### src/rtl/stream_fork_pkg.sv
// Shared helpers for stream_fork: log2 and derived pointer/count widths.
// Widths are functions of the depth because the depth is a module parameter.
package stream_fork_pkg;

   function automatic int unsigned clog2(input int unsigned v);
      int unsigned r;
      r = 0;
      for (int i = 0; i < 32; i++) begin
         if ((64'd1 << i) < 64'(v)) r = i + 1;
      end
      return r;
   endfunction

   function automatic bit is_pow2(input int unsigned v);
      return (v != 0) && ((v & (v - 1)) == 0);
   endfunction

   // Depth 1 still needs a one-bit pointer so the storage index is legal.
   function automatic int unsigned ptr_w(input int unsigned d);
      return (clog2(d) == 0) ? 1 : clog2(d);
   endfunction

   function automatic int unsigned cnt_w(input int unsigned d);
      return clog2(d) + 1;
   endfunction

endpackage

### src/rtl/stream_fork_fifo.sv
// Single-channel W x D FIFO for stream_fork. With STREAM_FORK_BYPASS_EN defined,
// an empty FIFO passes the incoming beat straight to its master port.
module stream_fork_fifo
   import stream_fork_pkg::*;
#(
   parameter int unsigned W = 8,
   parameter int unsigned D = 2
) (
   input  logic         clk,
   input  logic         rst_n,
   input  logic         push,
   input  logic [W-1:0] push_dat,
   output logic         full,
   input  logic         m_rdy,
   output logic         m_stb,
   output logic [W-1:0] m_dat
);

   localparam int unsigned PW = ptr_w(D);
   localparam int unsigned CW = cnt_w(D);

   if (!is_pow2(D)) begin : g_depth_chk
      $error("stream_fork_fifo: D must be a power of two");
   end

   logic [PW-1:0] wr_ptr_q, rd_ptr_q;
   logic [CW-1:0] cnt_q;
   logic [W-1:0]  mem_q [D];
   logic          empty, wr, rd;

   assign empty = (cnt_q == '0);
   assign full  = (cnt_q == CW'(D));

   always_comb begin
      m_stb = ~empty;
      m_dat = mem_q[rd_ptr_q];
      wr    = push;
      rd    = ~empty & m_rdy;
`ifdef STREAM_FORK_BYPASS_EN
      // A beat consumed in the cycle it arrives never touches storage.
      if (empty) begin
         m_stb = push;
         m_dat = push_dat;
         wr    = push & ~m_rdy;
      end
`endif
   end

   always_ff @(posedge clk or negedge rst_n) begin
      if (!rst_n) begin
         wr_ptr_q <= '0;
         rd_ptr_q <= '0;
         cnt_q    <= '0;
         for (int i = 0; i < int'(D); i++) mem_q[i] <= '0;
      end else begin
         if (wr) begin
            mem_q[wr_ptr_q] <= push_dat;
            wr_ptr_q        <= (wr_ptr_q == PW'(D - 1)) ? '0 : wr_ptr_q + PW'(1);
         end
         if (rd) begin
            rd_ptr_q <= (rd_ptr_q == PW'(D - 1)) ? '0 : rd_ptr_q + PW'(1);
         end
         cnt_q <= cnt_q + CW'(wr) - CW'(rd);
      end
   end

endmodule

### src/rtl/stream_fork.sv
// Fans one slave stream out to N buffered master channels under a destination mask.
// Optional zero-latency bypass on empty channels: define STREAM_FORK_BYPASS_EN.
module stream_fork
   import stream_fork_pkg::*;
#(
   parameter int unsigned W = 8,
   parameter int unsigned N = 2,
   parameter int unsigned D = 2
) (
   input  logic           clk,
   input  logic           rst_n,
   input  logic           s_stb,
   input  logic [N-1:0]   s_msk,
   input  logic [N*W-1:0] s_dat,
   output logic           s_rdy,
   input  logic [N-1:0]   m_rdy,
   output logic [N-1:0]   m_stb,
   output logic [N*W-1:0] m_dat
);

   logic [N-1:0] full;
   logic [N-1:0] push;

   // All-or-nothing: every selected channel must have room; m_rdy is never consulted.
   assign s_rdy = &(~s_msk | ~full);
   assign push  = {N{s_stb & s_rdy}} & s_msk;

   for (genvar g = 0; g < N; g++) begin : g_chan
      stream_fork_fifo #(
         .W (W),
         .D (D)
      ) u_fifo (
         .clk      (clk),
         .rst_n    (rst_n),
         .push     (push[g]),
         .push_dat (s_dat[g*W +: W]),
         .full     (full[g]),
         .m_rdy    (m_rdy[g]),
         .m_stb    (m_stb[g]),
         .m_dat    (m_dat[g*W +: W])
      );
   end

endmodule

### config.mk
export PLATFORM = sky130hd
export DESIGN_NAME = stream_fork
export DESIGN_NICKNAME = d
export VERILOG_FILES = /design/src/rtl/stream_fork_pkg.sv /design/src/rtl/stream_fork_fifo.sv /design/src/rtl/stream_fork.sv
export SDC_FILE = /design/constraint.sdc
export NUM_CORES = 1
export LEC_CHECK = 0
export CORE_ASPECT_RATIO = 0.75
export CORE_MARGIN = 2
export CORE_UTILIZATION = 50
export DETAILED_ROUTE_END_ITERATION = 7
export PLACE_DENSITY = 0.81
export SYNTH_ARGS = -nofsm -noshare
export SYNTH_HDL_FRONTEND = slang
export SYNTH_SLANG_ARGS = --single-unit
export TNS_END_PERCENT = 50
### constraint.sdc
create_clock -name clk -period 2.4 [get_ports clk]
set_clock_uncertainty 0.15 [all_clocks]
set_input_delay 0.48 -clock clk [delete_from_list [all_inputs] [get_ports clk]]
set_output_delay 0.48 -clock clk [all_outputs]
set_load 0.01 [all_outputs]
* Yosys cells after proc, flatten, opt, wreduce, memory -nomap -nowiden *
Index checks and enable logic that the tools add are counted.

word-level totals
  register bits = 40
  bits in latches = 0
  memory bits (writable) = 0
  bits in read-only memories = 0
  input bits = 23
  output and inout bits = 19
  word-level logic and storage cells = 60
  memories = 0

cells by class
  add/sub/neg operators = 8
  multipliers = 0
  div/mod/pow operators = 0
  magnitude comparators = 6
  eq/ne operators = 2
  shifts and indexed selects = 0
  muxes and demuxes = 16
  bitwise operators = 13
  reductions and logical operators = 5

operators with widths
  operator             number
  $mux 8               8
  $bwmux 16            2
  $demux 8 s1          2
  $ge 2x2->1 const B   4
  $not 1->2            4
  $add 1x1->1 const B  4
  $add 2x1->2          2
  $eq 2x2->1 const B   2
  $logic_not 2->1      2
  $lt 2x1->1 const B   2
  $mux 1               4
  $not 2->2            2
  $sub 2x1->2          2
  $and 1x1->1          3
  $and 2x2->2          1
  $logic_and 1x1->1    2
  $not 1->1            2
  $or 2x2->2           1
  $reduce_and 2->1     1

* Depth between registers and ports, before layout *
  depth in word-level cells = 8
  mapped depth = 7
  depth with buffers taken out = 7

* By module *
Synthesis repeated with hierarchy kept, for this count alone.

unflattened totals
  cell total of the unflattened synthesis = 123
  area, all modules = 1,874.3 um^2

by module, submodules not included
  module            times used  cells an instance  area an instance (um^2)  sequential area each (um^2)
  stream_fork_fifo  2           59                 919.6                    500.5
  stream_fork       1           5                  35.0                     0.0

* Least setup slack after synthesis *
OpenSTA, ideal clock, no wires.

  kind = reg-to-reg
  start = register g_chan[0].u_fifo.cnt_q[0]
  end = register g_chan[0].u_fifo.cnt_q[1]
  library setup time = 0.123 ns
  data arrival time = 1.588 ns
  data required time = 2.127 ns
  setup slack = 0.540 ns
  cell stages (with the launch flop) = 8
  buffers on the path = 0
  clock period less this slack = 1.860 ns
  cell sequence = dfrtp_1 or2_2 and2_1 ha_1 inv_1 ha_1 xnor2_1 xnor2_1

between the ends
  elaborated cells between the ends (all ways) = 11
  those cells by class = add/sub (2); eq/ne (1); bitwise (6); reduce/logical (2)

RTL lines
  what                        line                    text
  from (decl)                 stream_fork_fifo.sv:27  logic [CW-1:0] cnt_q;
  from (signal assigned)      stream_fork_fifo.sv:63  cnt_q <= cnt_q + CW'(wr) - CW'(rd);
  $logic_not 2->1             stream_fork_fifo.sv:31  assign empty = (cnt_q == '0);
  $not 1->1                   --
  net g_chan[0].u_fifo.m_stb  stream_fork_fifo.sv:15  output logic m_stb,
  $and 1x1->1                 stream_fork_fifo.sv:38  rd = ~empty & m_rdy;
  net g_chan[0].u_fifo.rd     stream_fork_fifo.sv:29  logic empty, wr, rd;
  $sub 2x1->2                 stream_fork_fifo.sv:63

The timed path passes the listed nets, and every way through them passes these cells.
A chain may end at the register's enable or synchronous reset.

* Final worst setup path *
  start = input port s_msk[1]
  end = output port s_rdy

between the ends
  word-level cells in the longest chain between the ends = 3

ends and longest elaborated chain
  what              line               text
  from (decl)       stream_fork.sv:13  input logic [N-1:0] s_msk,
  $not 2->2         stream_fork.sv:25  assign s_rdy = &(~s_msk | ~full);
  $or 2x2->2        stream_fork.sv:25
  $reduce_and 2->1  stream_fork.sv:25
  to (decl)         stream_fork.sv:15  output logic s_rdy,

No other way between the ends.

==> metrics.csv <==
stage,metric,value,unit
sta,setup_viol,0,
clock_tree,cts_setup_buffers,0,
clock_tree,h-tree-depth,2,
clock_tree,clk_path_buf_depth,2,
worst_setup_path,cp_max_fo,3,
synth,yosysTopAreaCell,dfrtp_1,
die,die-height,57.4,µm
placement,gp_congestion,0.713,
clock_tree,clkSlewWorstSetupHoldPaths,0.08,ns
global_route,grt_max_degree,41,
die,rows,19,
die,io_pins,42,
worst_setup_path,worstSetupStartpointType,input pin,
clock_tree,cts.repair.resized,0,
sta,timing.final.crit_period,2.32,ns
die,core-area,3660,µm²
status,status,completed,
clock_tree,cts_made_buffers,5,
global_route,grt_usage,18.5,%
final_layout,diodes,0,
die,die-area,4320,µm²
final_layout,nets,200,
sta,max_freq,0.432,GHz
final_layout,layout-drive-gt1-share,39.9,%
worst_setup_path,arrival,1.69,ns
final_layout,area_delta_synth_final,27.8,%
worst_setup_path,setup.worst_path.class,in -> out,
global_route,grt_pass1_vias,1266,
sta,hold_violations,0,
synth,synth_area,1900,µm²
synth,yosysSeqAreaShare,52.6,%
worst_setup_path,critPathRequiredTime,1.77,ns
synth,yosys.cell_types.count,19,
sta,rsz0062_at_grt,false,
placement,placement.io_buffers,41,
final_layout,multiInputGateArea,823,µm²
sta,relSlewSlack,41.6,%
sta,tightest_slew,0.876,ns
detailed_routing,first_pass_iters,4,
final_layout,seqCellArea,1000,µm²
synth,syn_nets,156,
detailed_routing,drtAntennaViolNets,0,
sta,finalCritPeriodShare,96.5,%
global_route,grt.overflow.total,0,
synth,avgSynthCellArea,14.7,µm²
worst_setup_path,crit_path_end_kind,output pin,
clock_tree,cts_hold_buffers,0,
global_route,grt_pass1_wl,5840,µm
detailed_routing,viasPerCell,5.04,
run,drv_cap,0,
worst_setup_path,rr_worst_depth,7,
detailed_routing,drc_errors,0,
min_path,hp-class,in -> async,
power_and_ir_drop,max-vdd-ir-drop,713,µV
final_layout,n_fill_cell,276,
detailed_routing,post_drt_wl_per_cell,14.9,µm
synth,yosys.area.top_type_share,52.6,%
sta,report.final.slew_viol_count,0,
clock_tree,clock_latency,0.29,ns
sta,fin_setup_tns,0,ns
die,die_x,75.2,µm
die,start_util,51.9,%
detailed_routing,drt_iter0_drc,44,
clock_tree,clock-sinks,40,
synth,ys_top_cells_by_area,"dfrtp_1 53%, mux2_2 28%, a2111oi_4 2.9%",
placement,dpl.cell_count,218,
power_and_ir_drop,leakage,1.01,nW
global_route,antenna_found_initial,0,
placement,hpwl,2540,µm
power_and_ir_drop,pwr_density_cell,1330,nW/µm²
detailed_routing,drt-total-wl,3360,µm
final_layout,post-route-util,66.4,%
clock_tree,cts_root_buf,clkbuf_8,
synth,synth_seq_cells,40,
final_layout,stdcell_count,225,
detailed_routing,vias,1134,
clock_tree,cts_tree,yes,
synth,ys_warn_count,0,
synth,syn_inst,129,
[placed cells by master, fill, tap and decap left out, drive strengths merged]
cell type	instances
mux2	48
clkdlybuf4s50	40
dfrtp	40
inv	6
xnor2	6
clkbuf	5
buf	5
ha	4
nor2b	2
or2	2
and2	2
a211oi	2
a2111oi	2
xor2	2
a2111o	2
nand2	2
a22oi	1
clkinvlp	1
clkinv	1
[critical path, stage by stage]
cell	delay [ns]
clkdlybuf4s50_1	0.46
a22oi_1	0.18
clkdlybuf4s50_1	0.56
[cell usage after synthesis]
library cell,count
mux2_2,48
dfrtp_1,40
inv_1,6
xnor2_1,6
ha_1,4
a2111o_1,2
a2111oi_4,2
a211oi_1,2
and2_1,2
buf_2,2
buf_4,2
buf_6,2
clkbuf_1,2
nor2b_4,2
or2_2,2
xor2_1,2
a22oi_1,1
nand2_1,1
nand2_2,1
[metrics by stage]
| step | worst slack [ns] | area, µm² | power [mW] | hold slack, ns |
|---|---|---|---|---|
| 2_1_floorplan | 0.540 | 1900 | 2.23 | 0.0344 |
| 3_3_place_gp | 0.111 | 2350 | 2.76 | 0.325 |
| 3_5_place_dp | 0.0880 | 2350 | 2.86 | 0.342 |
| 4_1_cts | 0.00873 | 2430 | 3.29 | 0.175 |
| 5_1_grt | 0.0232 | 2430 | 3.47 | 0.222 |
| 6_report | 0.0832 | 2430 | 3.24 | 0.149 |
[sequential cells by signal (all words and copies together) (netlist names)]
register,count
g_chan.u_fifo.cnt_q,4
g_chan.u_fifo.rd_ptr_q,2
g_chan.u_fifo.mem_q,32
g_chan.u_fifo.wr_ptr_q,2
[where the power goes]
part | switching [mW] | internal, mW | total [mW]
Combinational | 0.554 | 1.00 | 1.56
Sequential | 0.237 | 1.03 | 1.26
Clock | 0.223 | 0.197 | 0.419
[metal layers]
layer | part of all wire, % | track usage (%) | wire (µm) | vias up
met5 | 0 | 0 | 0 | -
met4 | 2.3 | 8.27 | 76 | 0
met3 | 4.3 | 4.95 | 144 | 8
met2 | 49 | 29.4 | 1650 | 24
met1 | 44 | 23.8 | 1490 | 564
li1 | - | - | - | 538
[path summary, 6_finish.rpt]
check                                                    startpoint  slack (ns)                                     to
worst max-delay path                                       s_msk[1]        0.08                                  s_rdy
worst min-delay path                                          rst_n        0.15  g_chan[0].u_fifo.mem_q[5]$_DFFE_PN0P_
worst max register to register  g_chan[1].u_fifo.cnt_q[0]$_DFF_PN0_        0.46    g_chan[1].u_fifo.cnt_q[1]$_DFF_PN0_
worst min register to register  g_chan[1].u_fifo.cnt_q[1]$_DFF_PN0_        0.35    g_chan[1].u_fifo.cnt_q[1]$_DFF_PN0_
max in group asynchronous                                     rst_n        1.34  g_chan[0].u_fifo.rd_ptr_q$_DFFE_PN0P_
min in group clk                g_chan[1].u_fifo.cnt_q[1]$_DFF_PN0_        0.35    g_chan[1].u_fifo.cnt_q[1]$_DFF_PN0_
[logic make-up after synthesis]
family                   after synthesis  synth area share [%]
buffers and inverters                 14                  4.08
AND/OR/NAND/NOR                        8                  3.29
flip-flops                            40                  52.6
adder cells (fa/ha/maj)                4                  2.63
AO/OA/AOI/OAI                          7                  5.26
XOR/XNOR                               8                  3.68
multiplexers                          48                  28.4
[final cells by class]
| type | count | area share, % |
|---|---|---|
| clock buffer | 5 | 2.83 |
| clock inverter | 2 | 0.515 |
| timing repair buffer | 45 | 17.9 |
| sequential | 40 | 41.3 |
| inverter | 6 | 0.926 |
| multi-input combinational | 75 | 33.9 |
| tap | 52 | 2.68 |
Power figures use the tool's default switching activity.
